[config.mk]
export PLATFORM = sky130hd
export DESIGN_NAME = ula_divisor_seq
export DESIGN_NICKNAME = d
export VERILOG_FILES = /design/src/rtl/ula_divisor_seq_pkg.sv /design/src/rtl/div_estagio.sv /design/src/rtl/ula_divisor_seq.sv
export SDC_FILE = /design/constraint.sdc
export NUM_CORES = 1
export LEC_CHECK = 0
export BUFFER_PORTS_ARGS = -buffer_cell sky130_fd_sc_hd__buf_2
export CELL_PAD_IN_SITES_DETAIL_PLACEMENT = 2
export CELL_PAD_IN_SITES_GLOBAL_PLACEMENT = 2
export CORE_MARGIN = 2
export CORE_UTILIZATION = 37
export DETAILED_ROUTE_END_ITERATION = 16
export PLACE_DENSITY_LB_ADDON = 0.1
export SETUP_SLACK_MARGIN = 0.05
export SYNTH_ARGS = -nofsm -noshare
export SYNTH_HDL_FRONTEND = slang
export SYNTH_HIERARCHICAL = 1
export SYNTH_SLANG_ARGS = --single-unit
[constraint.sdc]
create_clock -name clk -period 2.97 [get_ports clk]
set_input_delay 0 -clock clk [delete_from_list [all_inputs] [get_ports clk]]
set_output_delay 0 -clock clk [all_outputs]
set_load 0.02 [all_outputs]
[src/rtl/ula_divisor_seq_pkg.sv]
// Shared definitions for the nRisc ULA sequential divider: FSM encodings and default data width.
package ula_divisor_seq_pkg;
  localparam int ULA_W = 8;

  typedef enum logic [1:0] {
    ST_IDLE = 2'd0,
    ST_CALC = 2'd1,
    ST_DONE = 2'd2
  } state_t;
endpackage

[src/rtl/div_estagio.sv]
// One restoring-division step: trial subtract of the divisor from the shifted remainder.
module div_estagio #(
  parameter int WIDTH = 8
) (
  input  logic [WIDTH-1:0] rs,
  input  logic [WIDTH-1:0] d,
  output logic [WIDTH-1:0] r_next,
  output logic             q_bit
);
  logic [WIDTH:0] t;

  // Two's-complement subtract: invert B, carry-in 1; extra MSB is the borrow.
  assign t      = {1'b0, rs} + {1'b1, ~d} + {{WIDTH{1'b0}}, 1'b1};
  assign q_bit  = ~t[WIDTH];
  assign r_next = q_bit ? t[WIDTH-1:0] : rs;
endmodule

[src/rtl/ula_divisor_seq.sv]
// Multicycle unsigned restoring divider: one quotient bit per clock, start/busy/done handshake.
module ula_divisor_seq
  import ula_divisor_seq_pkg::*;
#(
  parameter int WIDTH = ULA_W,
  parameter int CNT_W = 4
) (
  input  logic             clk,
  input  logic             rst_n,
  input  logic             start,
  input  logic [WIDTH-1:0] dividendo,
  input  logic [WIDTH-1:0] divisor,
  output logic [WIDTH-1:0] quociente,
  output logic [WIDTH-1:0] resto,
  output logic             busy,
  output logic             done,
  output logic             div_zero
);
  state_t           state, state_nx;
  logic [CNT_W-1:0] cnt;
  logic [WIDTH-1:0] r_q, q_q, d_q, rs, r_nx;
  logic             q_bit, dz_q;
  logic             accept, last;

  assign accept = start && (state == ST_IDLE || state == ST_DONE);
  assign last   = (cnt == CNT_W'(WIDTH - 1));
  assign rs     = {r_q[WIDTH-2:0], q_q[WIDTH-1]};
  assign busy   = (state == ST_CALC);

  div_estagio #(.WIDTH(WIDTH)) u_estagio (
    .rs    (rs),
    .d     (d_q),
    .r_next(r_nx),
    .q_bit (q_bit)
  );

  always_ff @(posedge clk or negedge rst_n) begin
    if (!rst_n) state <= ST_IDLE;
    else        state <= state_nx;
  end

  always_comb begin
    state_nx = state;
    case (state)
      ST_IDLE, ST_DONE: begin
        if (accept) state_nx = (divisor == '0) ? ST_DONE : ST_CALC;
        else        state_nx = ST_IDLE;
      end
      ST_CALC: if (last) state_nx = ST_DONE;
      default: state_nx = ST_IDLE;
    endcase
  end

  // A zero divisor preloads the saturated result and bypasses CALC entirely.
  always_ff @(posedge clk or negedge rst_n) begin
    if (!rst_n) begin
      cnt  <= '0;
      r_q  <= '0;
      q_q  <= '0;
      d_q  <= '0;
      dz_q <= 1'b0;
    end else if (accept) begin
      cnt <= '0;
      d_q <= divisor;
      if (divisor == '0) begin
        r_q  <= dividendo;
        q_q  <= '1;
        dz_q <= 1'b1;
      end else begin
        r_q  <= '0;
        q_q  <= dividendo;
        dz_q <= 1'b0;
      end
    end else if (state == ST_CALC) begin
      r_q <= r_nx;
      q_q <= {q_q[WIDTH-2:0], q_bit};
      cnt <= cnt + CNT_W'(1);
    end
  end

  // Results publish on leaving DONE, so a start taken in DONE still sees the old result out.
  always_ff @(posedge clk or negedge rst_n) begin
    if (!rst_n) begin
      quociente <= '0;
      resto     <= '0;
      done      <= 1'b0;
      div_zero  <= 1'b0;
    end else begin
      done <= (state == ST_DONE);
      if (state == ST_DONE) begin
        quociente <= q_q;
        resto     <= r_q;
        div_zero  <= dz_q;
      end else if (accept) begin
        div_zero <= 1'b0;
      end
    end
  end
endmodule

## Yosys cells after proc, flatten, opt, wreduce, memory -nomap -nowiden

Cells that the tools add are included.
Widths: inputs -> output; s select.

| storage, ports and cells | value |
|---|---|
| register bits | 49 |
| input bits | 19 |
| output and inout port bits | 19 |
| logic and storage cells | 42 |

| operators by class | value |
|---|---|
| add/subtract/negate cells | 3 |
| equal/unequal tests | 4 |
| muxes and demuxes | 16 |
| bitwise operators | 2 |
| reductions and logical operators | 7 |

Operators by type and width:

| operator | number |
|---|---|
| $mux 8 | 7 |
| $add 8x9->9 | 1 |
| $add 9x1->9 const B | 1 |
| $logic_not 8->1 | 1 |
| $mux 4 | 2 |
| $not 8->8 | 1 |
| $mux 2 | 3 |
| $add 4x1->4 const B | 1 |
| $eq 4x3->1 const B | 1 |
| $pmux 2 s2 | 1 |
| $reduce_bool 2->1 | 2 |
| $mux 1 | 3 |
| $eq 2x1->1 const B | 1 |
| $eq 2x2->1 const B | 1 |
| $logic_not 2->1 | 1 |
| $ne 2x1->1 const B | 1 |
| $reduce_or 2->1 | 1 |
| $logic_and 1x1->1 | 1 |
| $logic_or 1x1->1 | 1 |
| $not 1->1 | 1 |

## Logic depth before layout (Yosys ltp)

| logic depth | value |
|---|---|
| depth in word-level cells | 6 |
| mapped depth | 11 |
| mapped depth without buffers | 11 |

## Cells and area by module

Netlist, hierarchy kept.

By module, submodules not included:

| module | times used | cells each | area each (sq um) | sequential area each (sq um) |
|---|---|---|---|---|
| ula_divisor_seq | 1 | 177 | 2169.6 | 1226.2 |
| div_estagio | 1 | 64 | 461.7 | 0.0 |

## Worst setup path before layout

Ideal clock, no wire load.

| timing path | value |
|---|---|
| path kind | reg-to-reg |
| start point | register q_q[7] |
| end point | register r_q[6] |
| library setup time | 0.127 ns |
| arrival | 2.576 ns |
| required time | 2.843 ns |
| path slack | 0.268 ns |
| cell stages (with the launch flop) | 11 |
| path buffers | 0 |
| clock period less this slack | 2.702 ns |
| cell sequence | dfrtp_1 -> inv_1 -> ha_1 -> fa_1 -> nand2b_1 -> a21o_1 -> a211oi_4 -> mux2_2 -> mux2i_1 -> nor2b_1 -> a221o_2 |

| between the ends | value |
|---|---|
| word-level cells in the longest chain between the ends | 5 |

Ends and longest elaborated chain:

| element | RTL line | RTL |
|---|---|---|
| start: declaration | ula_divisor_seq.sv:21 | `logic [WIDTH-1:0] r_q, q_q, d_q, rs, r_nx;` |
| start signal: assignment | ula_divisor_seq.sv:71 | `q_q <= dividendo;` |
| start signal: assignment | ula_divisor_seq.sv:76 | `q_q <= {q_q[WIDTH-2:0], q_bit};` |
| $add 8x9->9 | div_estagio.sv:13 | `assign t = {1'b0, rs} + {1'b1, ~d} + {{WIDTH{1'b0}}, 1'b1};` |
| $add 9x1->9 | div_estagio.sv:13 |  |
| $mux 8 | div_estagio.sv:15 | `assign r_next = q_bit ? t[WIDTH-1:0] : rs;` |
| via r_nx[6] | ula_divisor_seq.sv:21 |  |
| $mux 8 | ula_divisor_seq.sv:74 | `end else if (state == ST_CALC) begin` |
| $mux 8 | ula_divisor_seq.sv:62 | `end else if (accept) begin` |
| end signal: assignment | ula_divisor_seq.sv:66 | `r_q <= dividendo;` |
| end signal: assignment | ula_divisor_seq.sv:75 | `r_q <= r_nx;` |
| end: declaration | ula_divisor_seq.sv:21 |  |

The timed path passes the listed nets, and every way through them passes these cells. The select of a mux whose other input is x is not followed.
A chain may end at the register's enable or synchronous reset.

## Worst setup path in the final report

| timing path | value |
|---|---|
| start point | register d_q[0] |
| end point | register r_q[3] |

| between the ends | value |
|---|---|
| word-level cells in the longest chain between the ends | 6 |

Ends and longest elaborated chain:

| element | RTL line | RTL |
|---|---|---|
| start: declaration | ula_divisor_seq.sv:21 |  |
| start signal: assignment | ula_divisor_seq.sv:64 | `d_q <= divisor;` |
| $not 8->8 | div_estagio.sv:13 |  |
| $add 8x9->9 | div_estagio.sv:13 |  |
| $add 9x1->9 | div_estagio.sv:13 |  |
| $mux 8 | div_estagio.sv:15 |  |
| via r_nx[3] | ula_divisor_seq.sv:21 |  |
| $mux 8 | ula_divisor_seq.sv:74 |  |
| $mux 8 | ula_divisor_seq.sv:62 |  |

The timed path passes the listed nets, and every way through them passes these cells. The select of a mux whose other input is x is not followed.

==> impl_metrics.yaml <==
power:
  power_density_nw_per_um2: 1167
  p_leak_nw: 1.533
  ir_drop_mv: 0.3796
timing:
  finalClockSkew_ns: 0.01129
  hold_viol: 0
  report.final.setup_viol: 0
  timing.slew.headroom_pct: 51.37
  tns_ns: 0
  tightest_slew_ns: 0.7295
  hold_ws_ns: 0.2604
  drv_slew: 0
  rsz0062_at_grt: "no"
  finalCriticalPeriod_ns: 2.823
  fmax_ghz: 0.3542
  period_share_pct: 95.07
grt:
  grt_usage_pct: 20.04
  grt_pass1_wl_um: 11860
  grt_pass1_vias: 2265
  grt-ovfl-total: 0
  grt_max_degree: 33
  antenna_found_initial: 0
cts:
  cts_tree: "done"
  cts-root-buf: "clkbuf_8"
  clockBufferDepth: 2
  htreeDepth: 2
  cts_buffers: 5
  clkTransAtPathRegs_ns: 0.09
  cts_sinks: 49
  clk_latency_ns: 0.30
logic_synthesis:
  synth_nets: 270
  netlist-cell-type-count: 37
  syn_area_per_cell_um2: 10.92
  yosysWarningCount: 6
  ys_seq_area_share_pct: 46.60
  ys_seq_elements: 49
  netlist.area_leader.share_pct: 46.60
  yosysTopAreaCell: "dfrtp_1"
  synth_top_cells_by_area: "dfrtp_1, mux2_2, mux2i_1"
  mappedNetlistArea_um2: 2631
  synthCells: 241
route:
  remaining_drc_errors: 0
  detail-route-antenna-nets: 0
  drt_iter0_drc: 54
  via_per_inst: 5.229
  wire_per_inst_um: 17.78
  drtPass1Iterations: 4
  num_vias: 2081
  wirelength_um: 7075
die:
  core_region_area_um2: 6832
  die_h_um: 88.33
  die-area_um2: 7802
  start_util_pct: 38.52
  die_width_um: 88.33
  io_pins: 38
  rows: 30
layout:
  layout.nets: 331
  layout.cells.non_filler: 398
  utilization_pct: 47.27
  antennaDiodeCount: 0
  area_growth_syn_to_layout_pct: 22.73
  drive_gt1_share_pct: 32.78
placed_design:
  dp_hpwl_um: 5093
  portBuffers: 37
  placedCellCount: 371
  finalWeightedCongestion: 0.7386
critical_path:
  cp-start-kind: "register"
  cp.arrival_ns: 3.02
  worstPathRequired_ns: 3.17
  crit_fanout: 6
  path_class: "register to register"
  end_kind: "register"
status:
  status: "finished, final reports clean"
min_path:
  worstHoldPathType: "input pin to register"
job:
  cap_viol_max_count: 0
## per-layer routing
| layer | vias up | routed length [um] | track usage, % |
|---|---|---|---|
| met1 | 1065 | 3146 | 25.88 |
| li1 | 986 | - | - |
| met5 | - | 0 | 0 |
| met2 | 26 | 3713 | 35.13 |
| met4 | 0 | 64 | 5.234 |
| met3 | 4 | 151 | 3.078 |
## where the power goes
group	internal, mW	switching, mW	total [mW]
Sequential	0.943	0.262	1.21
Clock	0.164	0.225	0.389
Combinational	1.07	1.11	2.17
## cells in the mapped netlist, drive strengths merged
cell / n
a21oi: 5
a221o: 8
xnor2: 3
mux2: 20
ha: 9
a31o: 1
a311o: 1
or3: 1
nor2: 10
o31a: 1
o21ai: 8
or2: 1
dfrtp: 49
nor2b: 14
o221a: 8
o21a: 2
fa: 1
nand4: 1
mux2i: 19
nand2b: 4
inv: 11
a22o: 1
buf: 7
nor3: 3
nand2: 40
a211oi: 2
o211ai: 1
or4: 2
nand3: 2
clkbuf: 2
a21o: 4
## final cells by class
class,count,area [um2]
well taps,96,120.1
flip-flops and latches,49,1226
fillers,730,3602
clock inverters,1,8.758
inverters,11,41.29
clock buffers,6,72.57
multi-input cells,172,1325
repair buffers,63,435.4
## critical path: stages, from the launching register on
cell      delay, ns
dfrtp_1        0.41
ha_1           0.23
fa_2           0.36
nand2b_1       0.17
a21o_1         0.22
a211oi_4       0.40
mux2_2         0.38
mux2i_1        0.17
nor2b_1        0.10
a221o_2        0.30
## cell usage in the layout (no fill, tap or decap), types with 2 or more instances in the layout
cell           instances
dfrtp_1               49
nand2_1               40
buf_2                 37
mux2_2                20
mux2i_1               19
dlygate4sd3_1         17
nor2b_1               13
inv_1                 11
nor2_1                10
ha_1                   9
a221o_2                8
o221a_2                8
buf_4                  8
o21ai_0                7
clkbuf_8               5
a21oi_1                5
nand2b_1               4
xnor2_1                3
or4_4                  2
nand3_1                2
a21o_2                 2
a21o_1                 2
nor3_1                 2
o21a_1                 2
## sequential cells by signal, indices dropped and copies added, names as in the netlist
| register | flops |
|---|---|
| cnt | 4 |
| state | 2 |
| quociente | 8 |
| r_q | 8 |
| div_zero | 1 |
| resto | 8 |
| dz_q | 1 |
| q_q | 8 |
| d_q | 8 |
| done | 1 |
## logic make-up after synthesis
logic type      share of synthesized area [%]
buf+inv                                 3.233
compound gates                          13.98
flops                                   46.60
fa+ha+maj                               5.041
xor+xnor                               0.9988
simple gates                            14.36
mux                                     15.79
## stage by stage
stage | cell area, um2 | setup slack (ns) | total power, mW
final | 3229 | 0.1465 | 3.769
after global routing | 3229 | 0.01193 | 4.093
after CTS | 3204 | 0.07444 | 3.737
after detailed placement | 2953 | 0.1064 | 3.305
after global placement | 2953 | 0.2293 | 3.207
after floorplan | 2631 | 0.2677 | 2.716
## worst paths after layout
kind,from,end,slack (ns),cells after the start
hold / removal,start,q_q[6],0.26,3
max in group asynchronous,rst_n,q_q[7],1.96,3
min in group asynchronous,rst_n,cnt[1],0.28,2
setup / recovery,d_q[0],r_q[3],0.15,9
hold reg to reg,d_q[6],d_q[6],0.48,2
setup reg to reg,d_q[0],r_q[3],0.15,9
## what timing repair did
item | in CTS | in global routing
setup endpoints to repair | 0 | 8
endpoints found under the hold margin | 48 | 0
resized for setup | 0 | 1
hold buffers | 17 | 0
setup buffers | 0 | 3
Power figures use the tool's default switching activity.
